==> src/rtl/tdc_timestamp_decoder.sv <==
// TDC timestamp decoder: turns the first non-zero thermometer sample after arming
// into a {coarse, fine} timestamp delivered over a one-entry valid/ready register.
module tdc_timestamp_decoder #(
    parameter int STAGES   = 5,
    parameter int COARSE_W = 16,
    parameter int FINE_W   = $clog2(STAGES + 1)
) (
    input  logic                clock,
    input  logic                reset,
    input  logic                arm,
    input  logic [STAGES-1:0]   thermo,
    output logic                ts_valid,
    input  logic                ts_ready,
    output logic [COARSE_W-1:0] ts_coarse,
    output logic [FINE_W-1:0]   ts_fine,
    output logic                ts_sat,
    output logic                overflow,
    input  logic                clr_overflow,
    output logic                busy
);

    typedef enum logic [1:0] {
        IDLE    = 2'd0,
        ARMED   = 2'd1,
        HOLDOFF = 2'd2
    } state_e;

    state_e state_q, state_d;

    logic [COARSE_W-1:0] coarse_q;

    logic                s1_vld_q;
    logic [COARSE_W-1:0] s1_coarse_q;
    logic [STAGES-1:0]   s1_thermo_q;

    logic                out_vld_q, out_vld_d;
    logic [COARSE_W-1:0] out_coarse_q, out_coarse_d;
    logic [FINE_W-1:0]   out_fine_q, out_fine_d;
    logic                out_sat_q, out_sat_d;
    logic                ovf_q, ovf_d;

    logic                hit;
    logic                launch;
    logic [FINE_W-1:0]   pop;
    logic                load;
    logic                drop;

    assign hit    = |thermo;
    assign launch = (state_q == ARMED) && hit;

    always_comb begin
        state_d = state_q;
        unique case (state_q)
            IDLE: begin
                if (arm) state_d = hit ? HOLDOFF : ARMED;
            end
            ARMED: begin
                if (hit)       state_d = HOLDOFF;
                else if (!arm) state_d = IDLE;
            end
            HOLDOFF: begin
                if (!hit) state_d = arm ? ARMED : IDLE;
            end
            default: state_d = IDLE;
        endcase
    end

    // Bubble-tolerant fine code: plain count of ones, position ignored.
    always_comb begin
        pop = '0;
        for (int i = 0; i < STAGES; i++) begin
            pop = pop + FINE_W'(s1_thermo_q[i]);
        end
    end

    assign load = s1_vld_q && (!out_vld_q || ts_ready);
    assign drop = s1_vld_q && out_vld_q && !ts_ready;

    always_comb begin
        out_vld_d    = out_vld_q;
        out_coarse_d = out_coarse_q;
        out_fine_d   = out_fine_q;
        out_sat_d    = out_sat_q;
        ovf_d        = ovf_q;
        if (load) begin
            out_vld_d    = 1'b1;
            out_coarse_d = s1_coarse_q;
            out_fine_d   = pop;
            out_sat_d    = &s1_thermo_q;
        end else if (ts_ready) begin
            out_vld_d = 1'b0;
        end
        if (clr_overflow) ovf_d = 1'b0;
        if (drop)         ovf_d = 1'b1;
    end

    always_ff @(posedge clock) begin
        if (reset) begin
            state_q      <= IDLE;
            coarse_q     <= '0;
            s1_vld_q     <= 1'b0;
            s1_coarse_q  <= '0;
            s1_thermo_q  <= '0;
            out_vld_q    <= 1'b0;
            out_coarse_q <= '0;
            out_fine_q   <= '0;
            out_sat_q    <= 1'b0;
            ovf_q        <= 1'b0;
        end else begin
            state_q      <= state_d;
            coarse_q     <= coarse_q + 1'b1;
            s1_vld_q     <= launch;
            if (launch) begin
                s1_coarse_q <= coarse_q;
                s1_thermo_q <= thermo;
            end
            out_vld_q    <= out_vld_d;
            out_coarse_q <= out_coarse_d;
            out_fine_q   <= out_fine_d;
            out_sat_q    <= out_sat_d;
            ovf_q        <= ovf_d;
        end
    end

    assign ts_valid  = out_vld_q;
    assign ts_coarse = out_coarse_q;
    assign ts_fine   = out_fine_q;
    assign ts_sat    = out_sat_q;
    assign overflow  = ovf_q;
    assign busy      = (state_q != IDLE);

endmodule

==> config.mk <==
export PLATFORM = sky130hd
export DESIGN_NAME = tdc_timestamp_decoder
export DESIGN_NICKNAME = d
export VERILOG_FILES = /design/src/rtl/tdc_timestamp_decoder.sv
export SDC_FILE = /design/constraint.sdc
export NUM_CORES = 1
export LEC_CHECK = 0
export BUFFER_PORTS_ARGS = -buffer_cell sky130_fd_sc_hd__buf_2
export CAP_MARGIN = 20
export CORE_UTILIZATION = 44
export DETAILED_ROUTE_END_ITERATION = 10
export MAX_ROUTING_LAYER = met4
export PLACE_DENSITY_LB_ADDON = 0.2
export SLEW_MARGIN = 30
export SYNTH_ARGS = -nofsm -noshare
export SYNTH_HDL_FRONTEND = slang
export SYNTH_SLANG_ARGS = --single-unit
==> constraint.sdc <==
create_clock -name clock -period 1.7 [get_ports clock]
set_input_delay 0.425 -clock clock [delete_from_list [all_inputs] [get_ports clock]]
set_output_delay 0.425 -clock clock [all_outputs]
set_load 0.02 [all_outputs]
==> metrics.csv <==
stage;metric;value;unit
run_status;outcome;complete, but fails checks;
run_status;violations;setup timing;
clock_tree;cts_buffers;9;
drt;drt_iter0_markers;108;
drt;dr.pass1.iters;4;
placed_design;io_buffers;32;
drt;wire_per_inst;12.5;um
drt;wl;5290;um
yosys;synth_edf_count;0;
floorplan;die_x;79.3;um
clock_tree;cts_root_buf;clkbuf_8;
clock_tree;clkTransAtPathRegs;0.07;ns
power_and_ir_drop;power_frac_seq;0.449;
timing;finClkSkew;0.00917;ns
power_and_ir_drop;p_leak;1.30;nW
yosys;ys.flop_type;dfxtp_1;
timing;relSlewSlack;0.688;
timing;fmax;560;MHz
floorplan;dieHeight;79.3;um
timing;tightest_slew;0.468;ns
floorplan;core.rowCount;27;
drt;vias;2163;
grt;grt_pass1_wl;9200;um
yosys;synth-seq-area-share;0.472;
final_layout;regArea;0.00124;sq mm
clock_tree;postCtsHoldBufs;0;
timing;hold_slack;0.326;ns
worst_setup_path;end_kind;flip-flop;
drt;vias_per_cell;5.13;
final_layout;final_common_cell;dfxtp_1;
timing;fin_crit;1.79;ns
clock_tree;cts_sinks;62;
power_and_ir_drop;p_per_area;978;mW/mm^2
clock_tree;insertion_delay;0.33;ns
power_and_ir_drop;p_sw;0.000630;W
power_and_ir_drop;p_int;0.00264;W
grt;antenna_found_initial;0;
timing;post-route-period-util;1.05;
worst_setup_path;required;1.97;ns
power_and_ir_drop;p_total;0.00327;W
power_and_ir_drop;pwr-share-clk;0.518;
yosys;yosysWarnings;0;
drt;drc;0;
floorplan;coreArea;0.00564;sq mm
grt;grt_use_total;0.196;
yosys;async_flop_share;0;
worst_setup_path;critPathMaxFanout;2;
yosys;synth-seq-cells;62;
timing;fin_setup_tns;-0.0951;ns
yosys;syn_area_per_cell;9.13;sq um
final_layout;drive_above_1_share;0.269;
yosys;yosysUniqueCellTypes;30;
final_layout;diodes;0;
clock_tree;clockBufferDepth;2;
clock_tree;htree_levels;3;
final_layout;final_util;0.592;
timing;final-hold-violation-count;0;
timing;layout_setup_ws;-0.0867;ns
power_and_ir_drop;power_frac_comb;0.033;
yosys;synth_nets;303;
grt;grt_pass1_vias;2044;
run;maxCapViolCount;0;
placed_design;dp_hpwl;3760;um
final_layout;area_delta_synth_final;27.0;%
floorplan;start_util;0.466;
hold_path;hold_path_class;in2reg;
worst_setup_path;critPathLaunchType;flip-flop;
placed_design;gp_congestion;0.782;
worst_setup_path;cp_data_arrival_time;2.05;ns
drt;final_antenna_net_count;0;
yosys;netlist_area;0.00263;sq mm
final_layout;layout_common_cells;dfxtp_1, nand2b_1, buf_2;
floorplan;io_pins;33;
timing;setup_viol;2;
clock_tree;cts_tree;yes;
floorplan;die_area;0.00629;sq mm
grt;grt-ovfl-total;0;
grt;grt_max_degree;31;
yosys;synth_cells;288;
final_layout;fin_nets;360;
timing;slew_viol_final;0;
worst_setup_path;crit_type;reg2reg;
final_layout;multiInputGateArea;0.00127;sq mm
power_and_ir_drop;max-vdd-ir-drop;0.588;mV
power_and_ir_drop;p_sw_frac;0.193;
final_layout;fillers;508;
timing;rsz0062_at_grt;yes;
==> per-stage QoR <==
stage          setup WS [ns]  cell area, sq um  std cells
3_5_place_dp         -0.0848              3060        404
3_3_place_gp         -0.0709              3060        404
2_1_floorplan        -0.0578              2630        288
6_report             -0.0867              3340        422
4_1_cts              -0.0869              3330        421
5_1_grt               -0.177              3340        422
==> routing by layer <==
metal	track usage	up-vias	wire (um)
met5	-	-	0
met4	0.104	0	104
met3	0.0414	11	145
met2	0.307	29	2460
met1	0.236	994	2580
li1	-	1129	-
==> worst max-delay path: stages (launching register included) <==
cell and delay [ns]:
dfxtp_2 0.34, inv_2 0.04, fa_1 0.54, inv_2 0.04, fa_2 0.32, ha_1 0.27
nand3_1 0.06, a21oi_1 0.12
==> sequential cells by signal, indices dropped and copies added, names as in the netlist <==
signal	cells
s1_vld_q	1
state_q	2
overflow	1
coarse_q	16
ts_valid	1
ts_fine	3
s1_coarse_q	16
ts_sat	1
s1_thermo_q	5
ts_coarse	16
==> what timing repair did <==
| item | CTS | global route |
|---|---|---|
| endpoints found under the hold margin | 0 | 0 |
| setup endpoints to repair | 3 | 3 |
| gates resized for setup | 0 | 2 |
| pin swaps | 2 | 1 |
| setup buffers | 1 | 1 |
==> path summary, 6_finish.rpt <==
check / from / end / slack, ns / depth (start not counted)
worst min-delay path: thermo[4] / state_q[0] / 0.33 / 2
worst min register to register: s1_coarse_q[8] / ts_coarse[8] / 0.46 / 2
worst max-delay path: s1_thermo_q[0] / ts_fine[1] / -0.09 / 7
worst max register to register: s1_thermo_q[0] / ts_fine[1] / -0.09 / 7
==> cell usage after synthesis (all sizes together), types with 5 or more instances <==
cell type / number / share of area
dfxtp: 62 / 0.47
nand2b: 35 / 0.083
a21oi: 32 / 0.062
o21ai: 28 / 0.058
nand3: 24 / 0.048
mux2i: 20 / 0.076
clkbuf: 17 / 0.024
inv: 10 / 0.014
nor2: 6 / 0.0086
o31ai: 6 / 0.017
or3: 6 / 0.014
or2: 5 / 0.012
==> area by class of cell <==
type,instances,area share
Clock buffer,10,0.0382
Timing Repair Buffer,65,0.130
Multi-Input combinational cell,197,0.381
Tap cell,72,0.0270
Clock inverter,6,0.0401
Sequential cell,62,0.372
Inverter,10,0.0112
==> power by group through the flow <==
stage | clock [W] | combinational (W) | sequential [W]
final | 0.00169 | 0.000107 | 0.00147
after global routing | 0.00179 | 0.000118 | 0.00147
after CTS | 0.00173 | 0.000107 | 0.00147
after detailed placement | 0 | 0.000107 | 0.00150
after global placement | 0 | 0.000105 | 0.00150
after floorplan | 0 | 0.0000619 | 0.00150
==> kinds of logic after synthesis <==
group                    Yosys count  synth area share
AND/OR/NAND/NOR                  103             0.231
AO/OA/AOI/OAI                     66             0.137
flip-flops                        62             0.472
buffers and inverters             29            0.0447
multiplexers                      20            0.0761
adder cells (fa/ha/maj)            5            0.0295
XOR/XNOR                           3           0.00999
(Power assumes the default switching activity.)
